File: config.mk
export PLATFORM = sky130hd
export DESIGN_NAME = fft_frame_sched_flat
export DESIGN_NICKNAME = d
export VERILOG_FILES = /design/src/rtl/fft_frame_sched_if.sv /design/src/rtl/fft_frame_sched.sv /design/src/flat_wrapper.sv
export SDC_FILE = /design/constraint.sdc
export NUM_CORES = 1
export LEC_CHECK = 0
export CORE_ASPECT_RATIO = 1.1
export CORE_MARGIN = 2
export CORE_UTILIZATION = 53
export CTS_CLUSTER_SIZE = 14
export DETAILED_ROUTE_END_ITERATION = 10
export PLACE_DENSITY = 0.88
export SYNTH_ARGS = -nofsm -noshare
export SYNTH_HDL_FRONTEND = slang
export SYNTH_SLANG_ARGS = --single-unit
File: constraint.sdc
create_clock -name i_clk -period 4.2 [get_ports i_clk]
set_input_delay 0.42 -clock i_clk [delete_from_list [all_inputs] [get_ports i_clk]]
set_output_delay 0.42 -clock i_clk [all_outputs]
set_load 0.005 [all_outputs]
File: src/rtl/fft_frame_sched_if.sv
// Control bundle between the frame scheduler and its two requesters plus the FFT wrapper.
// o_state mirrors the scheduler FSM state for observation only.
interface fft_frame_sched_if;
  // Handshake: a requester raises its level request and holds it until its one-cycle
  // done pulse; it drops the request in the following cycle or it is taken as a new request.
  // The wrapper sees one o_start pulse per frame and answers with one i_fft_finish pulse.
  logic       i_fft_req;
  logic       i_ifft_req;
  logic       o_fft_done;
  logic       o_ifft_done;
  logic       o_mode;
  logic       o_start;
  logic       i_fft_finish;
  logic       o_busy;
  logic       o_timeout;
  logic [2:0] o_state;

  modport slave (
    input  i_fft_req, i_ifft_req, i_fft_finish,
    output o_fft_done, o_ifft_done, o_mode, o_start, o_busy, o_timeout, o_state
  );

  modport master (
    output i_fft_req, i_ifft_req, i_fft_finish,
    input  o_fft_done, o_ifft_done, o_mode, o_start, o_busy, o_timeout, o_state
  );
endinterface

File: src/rtl/fft_frame_sched.sv
// Frame scheduler for the FFT/IFFT engine: round-robin grant, settle, start, wait, done.
// Optional WAIT watchdog and o_timeout are built when FFT_SCHED_TIMEOUT_EN is defined.
module fft_frame_sched #(
  parameter int unsigned SETTLE_CYCLES  = 4,
  parameter int unsigned TIMEOUT_CYCLES = 16384
) (
  input  logic              i_clk,
  input  logic              i_rstn,
  fft_frame_sched_if.slave  bus
);

  typedef enum logic [2:0] {
    ST_IDLE   = 3'd0,
    ST_SETTLE = 3'd1,
    ST_START  = 3'd2,
    ST_WAIT   = 3'd3,
    ST_DONE   = 3'd4
  } state_t;

  localparam logic [7:0] SETTLE_LAST = 8'(SETTLE_CYCLES - 1);

  if (SETTLE_CYCLES < 1 || SETTLE_CYCLES > 255 ||
      TIMEOUT_CYCLES < 2 || TIMEOUT_CYCLES > 65535) begin : g_bad_param
    $error("fft_frame_sched: parameter out of range");
  end

  state_t     state_q;
  logic       last_fft_q;
  logic       mode_q;
  logic       start_q;
  logic       fft_done_q;
  logic       ifft_done_q;
  logic       busy_q;
  logic       timeout_q;
  logic [7:0] settle_cnt_q;
  logic       req_any;
  logic       grant_fft_d;

  // A tie goes to FFT unless the previous grant was FFT.
  always_comb begin
    req_any     = bus.i_fft_req | bus.i_ifft_req;
    grant_fft_d = 1'b0;
    if (bus.i_fft_req && bus.i_ifft_req) grant_fft_d = ~last_fft_q;
    else if (bus.i_fft_req)              grant_fft_d = 1'b1;
  end

`ifdef FFT_SCHED_TIMEOUT_EN
  localparam logic [15:0] TIMEOUT_LAST = 16'(TIMEOUT_CYCLES - 1);
  logic [15:0] wait_cnt_q;
`endif

  always_ff @(posedge i_clk or negedge i_rstn) begin
    if (!i_rstn) begin
      state_q      <= ST_IDLE;
      last_fft_q   <= 1'b0;
      mode_q       <= 1'b1;
      start_q      <= 1'b0;
      fft_done_q   <= 1'b0;
      ifft_done_q  <= 1'b0;
      busy_q       <= 1'b0;
      timeout_q    <= 1'b0;
      settle_cnt_q <= 8'd0;
`ifdef FFT_SCHED_TIMEOUT_EN
      wait_cnt_q   <= 16'd0;
`endif
    end else begin
      start_q     <= 1'b0;
      fft_done_q  <= 1'b0;
      ifft_done_q <= 1'b0;
      timeout_q   <= 1'b0;
      case (state_q)
        ST_IDLE: begin
          if (req_any) begin
            state_q      <= ST_SETTLE;
            mode_q       <= grant_fft_d;
            last_fft_q   <= grant_fft_d;
            settle_cnt_q <= 8'd0;
            busy_q       <= 1'b1;
          end
        end
        ST_SETTLE: begin
          if (settle_cnt_q == SETTLE_LAST) begin
            state_q <= ST_START;
            start_q <= 1'b1;
          end else begin
            settle_cnt_q <= settle_cnt_q + 8'd1;
          end
        end
        ST_START: begin
          state_q <= ST_WAIT;
`ifdef FFT_SCHED_TIMEOUT_EN
          wait_cnt_q <= 16'd0;
`endif
        end
        ST_WAIT: begin
          // Finish takes priority over the watchdog when both land together.
          if (bus.i_fft_finish) begin
            state_q     <= ST_DONE;
            fft_done_q  <= mode_q;
            ifft_done_q <= ~mode_q;
          end
`ifdef FFT_SCHED_TIMEOUT_EN
          else if (wait_cnt_q == TIMEOUT_LAST) begin
            state_q     <= ST_DONE;
            fft_done_q  <= mode_q;
            ifft_done_q <= ~mode_q;
            timeout_q   <= 1'b1;
          end else begin
            wait_cnt_q <= wait_cnt_q + 16'd1;
          end
`endif
        end
        ST_DONE: begin
          state_q <= ST_IDLE;
          busy_q  <= 1'b0;
        end
        default: begin
          state_q <= ST_IDLE;
          busy_q  <= 1'b0;
        end
      endcase
    end
  end

  assign bus.o_mode      = mode_q;
  assign bus.o_start     = start_q;
  assign bus.o_fft_done  = fft_done_q;
  assign bus.o_ifft_done = ifft_done_q;
  assign bus.o_busy      = busy_q;
  assign bus.o_timeout   = timeout_q;
  assign bus.o_state     = state_q;

endmodule

File: src/flat_wrapper.sv
// flat-port wrapper written by rule: the top's interface ports become plain ports
module fft_frame_sched_flat 
#(
  parameter int unsigned SETTLE_CYCLES  = 4,
  parameter int unsigned TIMEOUT_CYCLES = 16384
)
  (i_clk, i_rstn, bus_i_fft_req, bus_i_ifft_req, bus_i_fft_finish, bus_o_fft_done, bus_o_ifft_done, bus_o_mode, bus_o_start, bus_o_busy, bus_o_timeout, bus_o_state);
  fft_frame_sched_if bus_i ();
  input  logic i_clk;
  input  logic i_rstn;
  input wire logic [$bits(bus_i.i_fft_req)-1:0] bus_i_fft_req;
  input wire logic [$bits(bus_i.i_ifft_req)-1:0] bus_i_ifft_req;
  input wire logic [$bits(bus_i.i_fft_finish)-1:0] bus_i_fft_finish;
  output wire logic [$bits(bus_i.o_fft_done)-1:0] bus_o_fft_done;
  output wire logic [$bits(bus_i.o_ifft_done)-1:0] bus_o_ifft_done;
  output wire logic [$bits(bus_i.o_mode)-1:0] bus_o_mode;
  output wire logic [$bits(bus_i.o_start)-1:0] bus_o_start;
  output wire logic [$bits(bus_i.o_busy)-1:0] bus_o_busy;
  output wire logic [$bits(bus_i.o_timeout)-1:0] bus_o_timeout;
  output wire logic [$bits(bus_i.o_state)-1:0] bus_o_state;
  assign bus_i.i_fft_req = bus_i_fft_req;
  assign bus_i.i_ifft_req = bus_i_ifft_req;
  assign bus_i.i_fft_finish = bus_i_fft_finish;
  assign bus_o_fft_done = bus_i.o_fft_done;
  assign bus_o_ifft_done = bus_i.o_ifft_done;
  assign bus_o_mode = bus_i.o_mode;
  assign bus_o_start = bus_i.o_start;
  assign bus_o_busy = bus_i.o_busy;
  assign bus_o_timeout = bus_i.o_timeout;
  assign bus_o_state = bus_i.o_state;
  fft_frame_sched #(.SETTLE_CYCLES(SETTLE_CYCLES), .TIMEOUT_CYCLES(TIMEOUT_CYCLES)) u_core (.i_clk(i_clk), .i_rstn(i_rstn), .bus(bus_i));
endmodule
==> impl_metrics.ini, run 1 <==
[outcome]
status = complete, no violations

[drt]
avgRoutedWirePerCell_um = 13.36
via_per_inst = 5.982
routed_wl_um = 1496
drtIter0Drc = 15
drcViolationCount = 0
antenna_left = 0
vias = 670
dr.pass1.iters = 4

[worst_setup_path]
cp.required_ns = 4.37
slowest_stage = or3b_1
r2r-end = u_core.settle_cnt_q[3]
cp-end-kind = flop
cp.depth = 4
crit_buf_inv = 0
startpoint = u_core.bus.o_state[1]
crit_arrival_ns = 2.05
start_kind = flop
endpoint = u_core.settle_cnt_q[3]
timing.rr.start = u_core.bus.o_state[1]
path_max_fanout = 11
path_delay_family = simple AND/OR/NAND/NOR gates
path_cells = or3b_1, a31o_1, and2_4, a211o_1
rr_worst_depth = 4
worstSetupPathType = flop to flop
reg2reg_setup_slack_ns = 2.31
cpPeakStageDelay_ns = 0.50

[sta]
setup_violations = 0
maxSlewViolCount = 0
period_needed_ns = 1.887
maxSlewHeadroom = 0.5080
rsz0062_at_grt = false
fmax_mhz = 529.9
finalClockSkew_ns = 0.009934
period_share = 0.4494
max_slew.worst_pin.slew_ns = 0.7357
tns_ns = 0
worst_slack_ns = 2.313
hold_violations = 0

[logic_synthesis]
syn_nets = 89
synth_edf_count = 0
synth_top_area_share = 0.4961
synth_ff_type = dfrtp_1
netlist_instances = 83
synthTopCellsByArea = dfrtp_1 (50%), a21oi_1 (3.7%), nand3_1 (3.7%)
async_flop_share = 1.000
yosysTopAreaCell = dfrtp_1
synth_common_cells = dfrtp_1 (16), nor2_1 (8), a21oi_1 (6), nand3_1 (6), nand2_1 (5)
syn-cell-area_um2 = 807.0
ys_ff_latch = 17
syn_avg_cell_area_um2 = 9.723
ys.warnings.count = 0
synth.most_common_cell = dfrtp_1
synth_cell_types = 34
synth-seq-area-share = 0.5287

[pwr]
switchingPower_uw = 247.5
p_leak_uw = 0.0004201
combPwrFrac = 0.424
p_int_uw = 401.8
swShare = 0.3812
p_per_area_mw_per_mm2 = 679.3
ir_worst_vdd_uv = 362.9
p_seq_frac = 0.446
p_clk_frac = 0.130

[floorplanning]
dieArea_mm2 = 0.001851
rows = 14
die_h_um = 44.93
die_x_um = 41.21
ios = 14
initial_utilization = 0.5759
core_mm2 = 0.001401

[global_route]
grt_pass1_wl_um = 2373
grt_use_total = 0.1899
grt_max_degree = 18
grt-ovfl-total = 0
grt_pass1_vias = 569
antenna_found_initial = 0

[finish]
diodes = 0
area_delta_synth_final_pct = 18.45
nNetsFinal = 103
drive_gt1_frac = 0.05208

[clocking]
clockBufferDepth = 2
clock-root-buffer = clkbuf_4
post-cts-setup-buffers = 0
clk-insertion-delay-late_ns = 0.28
cts_resized = 0
numCtsBuffers = 3
clock-sinks = 17
h-tree-depth = 1
clk_pin_slew_ns = 0.10
cts_hold_buf = 0
cts_tree = built

[place]
routabilityCongestion = 0.7900
dp_slack_ns = 2.359
dp_hpwl_um = 1113
io_buffers = 12

[min_path]
hp-class = flop to flop

[run]
maxCapViolCount = 0
-- final cells by class --
class                   count  area, um^2
multi-input cells          62       359.1
fillers                   112       445.4
flip-flops and latches     17       426.7
inverters                   1       3.754
well taps                  16       20.02
repair buffers             12       120.1
clock buffers               4       26.28
-- metal layers --
metal,track usage,up-vias,wire [um]
li1,-,331,-
met1,0.2623,324,676
met2,0.2969,13,750
met3,0.03941,2,61
met4,0.05806,0,8
met5,0,-,0
-- metrics by stage --
step	cells	cell area, um^2	util	hold WS (ns)	power (uW)
5_1_grt	112	955.9	0.6821	0.5418	700.7
3_3_place_gp	108	929.6	0.6634	0.4651	558.8
6_report	112	955.9	0.6821	0.5192	649.3
3_5_place_dp	108	929.6	0.6634	0.4984	566.7
2_1_floorplan	83	807.0	-	0.1244	466.8
4_1_cts	112	955.9	0.6821	0.5189	653.6
-- worst min-delay path by stage --
stage / start / to / cells after the start
6_report: u_core.last_fft_q / u_core.last_fft_q / 1
5_1_grt: u_core.last_fft_q / u_core.last_fft_q / 1
4_1_cts: u_core.last_fft_q / u_core.last_fft_q / 1
3_5_place_dp: u_core.bus.o_busy / u_core.bus.o_busy / 2
3_3_place_gp: u_core.last_fft_q / u_core.last_fft_q / 1
2_1_floorplan: i_rstn / u_core.bus.o_busy / 0
-- kinds of logic after synthesis --
logic type	Yosys count	synth area share
other	1	0.004647
buffers and inverters	4	0.02636
AOI/OAI and AO/OA	23	0.1814
and+or+nand+nor	37	0.2434
DFF	17	0.5287
adders and majority gates	1	0.01550
-- layout by cell type, fill, tap and decap left out --
cell type	count
and2_1	1
nand4_1	1
or4_1	1
ha_1	1
o21a_1	1
dfstp_2	1
and3_1	1
nor3_1	4
o211ai_1	2
nand2_1	5
inv_1	1
o21ai_0	3
o21ai_1	2
nor3b_1	2
or3b_1	1
a22oi_1	1
conb_1	1
clkbuf_1	1
a211o_1	1
a32o_1	1
nand3b_1	1
a31oi_1	2
or3_1	2
clkbuf_4	3
a21o_1	2
a21oi_1	6
nor2_1	8
dfrtp_1	16
a31o_1	1
nand3_1	6
nand2b_1	1
o22ai_1	1
nor2b_1	2
clkdlybuf4s50_1	12
and2_4	1
-- power by group through the flow --
stage               sequential [uW]  combinational, uW  clock [uW]
CTS                             289                277        87.1
floorplan                       283                184           0
finish                          290                275        84.1
global route                    302                306        93.3
global placement                288                270           0
detailed placement              293                274           0
-- flip-flops by register name, indices dropped and copies added (netlist names) --
name	flops
u_core.settle_cnt_q	8
u_core.bus.o_mode	1
u_core.bus.o_busy	1
u_core.bus.o_fft_done	1
u_core.bus.o_ifft_done	1
u_core.bus.o_state	3
u_core.last_fft_q	1
u_core.bus.o_start	1
(Power assumes the default switching activity.)
==> inputs of run 2 (changes only) <==
--- a/config.mk
+++ b/config.mk
@@ -7,10 +7,10 @@
 export LEC_CHECK = 0
 export CORE_ASPECT_RATIO = 1.1
 export CORE_MARGIN = 2
-export CORE_UTILIZATION = 53
+export CORE_UTILIZATION = 45
 export CTS_CLUSTER_SIZE = 14
 export DETAILED_ROUTE_END_ITERATION = 10
-export PLACE_DENSITY = 0.88
+export PLACE_DENSITY = 0.8
 export SYNTH_ARGS = -nofsm -noshare
 export SYNTH_HDL_FRONTEND = slang
 export SYNTH_SLANG_ARGS = --single-unit
==> constraint.sdc (replaced) <==
create_clock -name i_clk -period 1.5 [get_ports i_clk]
set_input_delay 0.15 -clock i_clk [delete_from_list [all_inputs] [get_ports i_clk]]
set_output_delay 0.15 -clock i_clk [all_outputs]
set_load 0.005 [all_outputs]
==> run 2 against run 1 <==
Against the previous run: the run now ends with negative setup slack left; sequential share of layout area fell by 7.5 points; total power grew to 3.6 times the previous value; non-clock buffer count up 21; clock skew decreased by 0.0071 ns; clock power rose to 2.8 times the previous value; die area is 16% higher; highest routed layer unchanged.
==> impl_metrics.ini, run 2 (same netlist as run 1, synthesis figures left out) <==
[global_route]
grt_use_total = 0.2049
antenna_found_initial = 0
grt-busiest-layer = met2
met3_usage = 0.02612
grt_util_met2 = 0.3529
grt_pass1_wl_um = 3346
use_met1 = 0.2494
grt_max_degree = 18
grt-ovfl-total = 0
grt_pass1_vias = 805

[worst_setup_path]
start_kind = flop
timing.rr.start = u_core.bus.o_state[2]
cp.required_ns = 1.67
worstSetupPathType = flop to flop
path_max_fanout = 5
r2r-end = u_core.settle_cnt_q[3]
crit_arrival_ns = 1.72
rr_worst_depth = 4
cp-end-kind = flop
reg2reg_setup_slack_ns = -0.05

[run]
maxCapViolCount = 0

[floorplanning]
die_h_um = 48.42
initial_utilization = 0.4634
rows = 16
core_mm2 = 0.001742
die_x_um = 44.38
ios = 14
dieArea_mm2 = 0.002148

[drt]
routed_wl_um = 1830
vias = 758
drtIter0Drc = 7
via_per_inst = 5.615
drcViolationCount = 0
dr.pass1.iters = 4
avgRoutedWirePerCell_um = 13.56
antenna_left = 0

[place]
routabilityCongestion = 0.8300
dp_hpwl_um = 1343
dp_slack_ns = -0.05988
dpl.cell_count = 128
placed_area_mm2 = 0.001067
io_buffers = 12

[clocking]
clock-sinks = 17
numCtsBuffers = 3
clock-root-buffer = clkbuf_4
cts_tree = built
clk-insertion-delay-late_ns = 0.28
clockBufferDepth = 2
h-tree-depth = 1
clk_pin_slew_ns = 0.09

[min_path]
hp-class = input pin to asynchronous set/reset pin

[finish]
largest_reg_flops = 8
drive_gt1_frac = 0.2735
most-common-layout-cells = buf_4 (20), dfrtp_1 (16), clkdlybuf4s50_1 (11), nor2_1 (8), nand3_1 (6)
final_common_cell = buf_4
nNetsFinal = 124
diodes = 0
top_register = u_core.settle_cnt_q
finalNonFillerCells = 135
nFillCells = 154
area_delta_synth_final_pct = 42.48
stdcell_area_mm2 = 0.001150

[sta]
tns_ns = -0.08774
worst_slack_ns = -0.04563
rsz0062_at_grt = true
setup_violations = 3
period_needed_ns = 1.546
maxSlewViolCount = 0
period_share = 1.030
hold_violations = 0
finalClockSkew_ns = 0.002813
fmax_mhz = 647.0

[outcome]
violations = negative setup slack
status = complete, but fails checks

[pwr]
ir_worst_vdd_uv = 1320
p_per_area_mw_per_mm2 = 2015
p_leak_uw = 0.0005361
power.total_uw = 2317
==> run 2: worst max path at each step <==
stage / cells after the start / to / from / slack [ns]
after floorplan: 6 / u_core.settle_cnt_q[4] / u_core.bus.o_state[2] / -0.14
after global placement: 4 / u_core.settle_cnt_q[3] / u_core.bus.o_state[2] / -0.02
after detailed placement: 4 / u_core.settle_cnt_q[3] / u_core.bus.o_state[2] / -0.06
after CTS: 4 / u_core.settle_cnt_q[3] / u_core.bus.o_state[2] / -0.04
after global routing: 4 / u_core.settle_cnt_q[3] / u_core.bus.o_state[2] / -0.08
final: 4 / u_core.settle_cnt_q[3] / u_core.bus.o_state[2] / -0.05
==> run 2: final cells by class <==
cell class	count	area [um^2]	area share
multi-input combinational	62	386.6	0.3362
inverter	1	3.754	0.003264
timing repair buffer	33	284.0	0.2470
tap	18	22.52	0.01959
clock buffer	4	26.28	0.02285
sequential	17	426.7	0.3711
==> run 2: repair_timing <==
action                     4_1_cts  5_1_grt
resized for setup                4        4
pin swaps                        1        3
setup endpoints to repair        4        9
hold buffers                     0        0
buffers inserted                 2        1
==> run 2: metal layers <==
| metal | vias to the layer above | part of all wire |
|---|---|---|
| met5 | - | 0 |
| met4 | 0 | 0.0038 |
| met3 | 2 | 0.031 |
| met2 | 14 | 0.55 |
| met1 | 374 | 0.42 |
| li1 | 368 | - |
==> run 2: power by group <==
| part | switching [uW] | internal, uW | leakage, uW | total, uW |
|---|---|---|---|---|
| Clock | 132 | 103 | 0.0000150 | 235 |
| Sequential | 120 | 632 | 0.000219 | 752 |
| Combinational | 581 | 749 | 0.000302 | 1330 |
| Total | 833 | 1480 | 0.000536 | 2320 |
==> run 2: stage by stage <==
stage / util / hold slack [ns]
6_report: 0.6602 / 0.1824
5_1_grt: 0.6602 / 0.1854
4_1_cts: 0.6480 / 0.1844
3_5_place_dp: 0.6128 / 0.4682
3_3_place_gp: 0.6128 / 0.4694
2_1_floorplan: - / -0.1456
==> run 2: worst max-delay path: stages (launching register included) <==
cell     delay, ns
dfrtp_1       0.39
or3b_4        0.41
a31o_4        0.24
and2_4        0.15
a211o_1       0.25
==> inputs of run 3 (changes only) <==
--- a/config.mk
+++ b/config.mk
@@ -6,7 +6,7 @@
 export NUM_CORES = 1
 export LEC_CHECK = 0
 export CORE_ASPECT_RATIO = 1.1
-export CORE_MARGIN = 2
+export CORE_MARGIN = 4
 export CORE_UTILIZATION = 45
 export CTS_CLUSTER_SIZE = 14
 export DETAILED_ROUTE_END_ITERATION = 10
==> run 3 against run 2 <==
Against the previous run: the run still ends with negative setup slack left; core utilization rose by 4.3 points; fmax shrank 0.91%; wire length increased by 5.6%; sequential cell count unchanged; sequential share of layout area barely moved; die area grew 18%; largest power group unchanged; non-clock buffer count fell by 2; largest cell class unchanged.
==> impl_metrics.ini, run 3 (same netlist as run 1, synthesis figures left out) <==
[sta]
period_share = 1.040
timing.hold.ws_ns = 0.1785
rsz0062_at_grt = true
hold_violations = 0
worst_slack_ns = -0.05979
tns_ns = -0.09187
setup_violations = 2
fmax_mhz = 641.1
maxSlewViolCount = 0
period_needed_ns = 1.560
finalClockSkew_ns = 0.01234

[drt]
via_per_inst = 5.659
routed_wl_um = 1933
drcViolationCount = 0
vias = 747
antenna_left = 0
drtIter0Drc = 15
dr.pass1.iters = 4
avgRoutedWirePerCell_um = 14.64

[worst_setup_path]
cpPeakStageDelay_ns = 0.41
crit_arrival_ns = 1.73
path_max_fanout = 5
cp.required_ns = 1.67
timing.rr.start = u_core.bus.o_state[1]
crit_buf_inv = 0
reg2reg_setup_slack_ns = -0.06
path_delay_family = simple AND/OR/NAND/NOR gates
path_cells = or3b_4, a31o_4, and2_4, a211o_1
slowest_stage = or3b_4
start_kind = flop
r2r-end = u_core.settle_cnt_q[3]
startpoint = u_core.bus.o_state[1]
rr_worst_depth = 4
worstSetupPathType = flop to flop
cp-end-kind = flop

[clocking]
clockBufferDepth = 2
clk_pin_slew_ns = 0.10
numCtsBuffers = 3
cts_hold_buf = 0
cts_tree = built
clock-sinks = 17
clock-root-buffer = clkbuf_4
h-tree-depth = 1
clk-insertion-delay-late_ns = 0.29

[pwr]
p_per_area_mw_per_mm2 = 2013
combPwrFrac = 0.571
power.total_uw = 2312
p_clk_frac = 0.104
switchingPower_uw = 850.6
p_leak_uw = 0.0005468
p_int_uw = 1462
p_seq_frac = 0.325
ir_worst_vdd_uv = 1341
swShare = 0.3678

[outcome]
status = complete, but fails checks
violations = negative setup slack

[run]
maxCapViolCount = 0

[global_route]
grt-ovfl-total = 0
grt_pass1_wl_um = 3277
grt_max_degree = 18
antenna_found_initial = 0
grt_use_total = 0.1640
grt_pass1_vias = 745

[min_path]
hp-class = input pin to asynchronous set/reset pin

[floorplanning]
dieArea_mm2 = 0.002536
rows = 15
die_x_um = 48.38
ios = 14
core_mm2 = 0.001633
initial_utilization = 0.4943
die_h_um = 52.42

[finish]
final_common_cell = buf_4
stdcell_area_mm2 = 0.001149
utilization = 0.7034
most-common-layout-cells = buf_4 (19), dfrtp_1 (16), clkdlybuf4s50_1 (10), nor2_1 (7), nand3_1 (6)
top_register = u_core.settle_cnt_q
drive_gt1_frac = 0.2870
area_delta_synth_final_pct = 42.33
nNetsFinal = 122
largest_reg_flops = 8
diodes = 0

[place]
placed_area_mm2 = 0.001059
dp_hpwl_um = 1396
routabilityCongestion = 0.8088
io_buffers = 12
==> run 3: cell count changes in the layout (fill, tap and decap cells not counted), sizes merged <==
cell / before / now
buf: 21 / 19
clkdlybuf4s50: 11 / 10
dlymetal6s2s: 1 / 2
==> run 3: worst max path at each step <==
stage	to	slack, ns	cells past startpoint
2_1_floorplan	u_core.settle_cnt_q[4]	-0.14	6
3_3_place_gp	u_core.settle_cnt_q[3]	-0.04	4
3_5_place_dp	u_core.settle_cnt_q[3]	-0.09	4
4_1_cts	u_core.settle_cnt_q[3]	-0.06	4
5_1_grt	u_core.settle_cnt_q[3]	-0.12	4
6_report	u_core.settle_cnt_q[3]	-0.06	4
==> run 3: stage by stage <==
step	instances	setup WS, ns
2_1_floorplan	83	-0.1375
3_3_place_gp	126	-0.04022
3_5_place_dp	126	-0.09383
4_1_cts	130	-0.06234
5_1_grt	132	-0.1168
6_report	132	-0.05979
==> run 3: routing by layer <==
layer	GRT usage	routed length [um]
met4	0.05991	12
met3	0.03419	85
met5	0	0
met1	0.1846	785
met2	0.3022	1049
==> run 3: layout make-up <==
cell class | instances | area (um^2)
Tap cell | 17 | 21.27
Sequential cell | 17 | 426.7
Timing Repair Buffer | 31 | 267.8
Clock buffer | 4 | 26.28
Fill cell | 125 | 484.2
Inverter | 1 | 3.754
Multi-Input combinational cell | 62 | 402.9
==> run 3: power groups by stage <==
stage	registers, uW	logic [uW]	clock network, uW
after floorplan	793	526	0
after detailed placement	758	1160	0
after global placement	750	1120	0
after CTS	750	1230	245
after global routing	776	1440	267
final	752	1320	240
==> run 3: timing repair <==
item | 4_1_cts | 5_1_grt
endpoints found under the setup margin | 7 | 12
hold endpoints to repair | 0 | 0
gates resized for setup | 3 | 9
pin swaps | 1 | 3
buffers inserted | 0 | 2
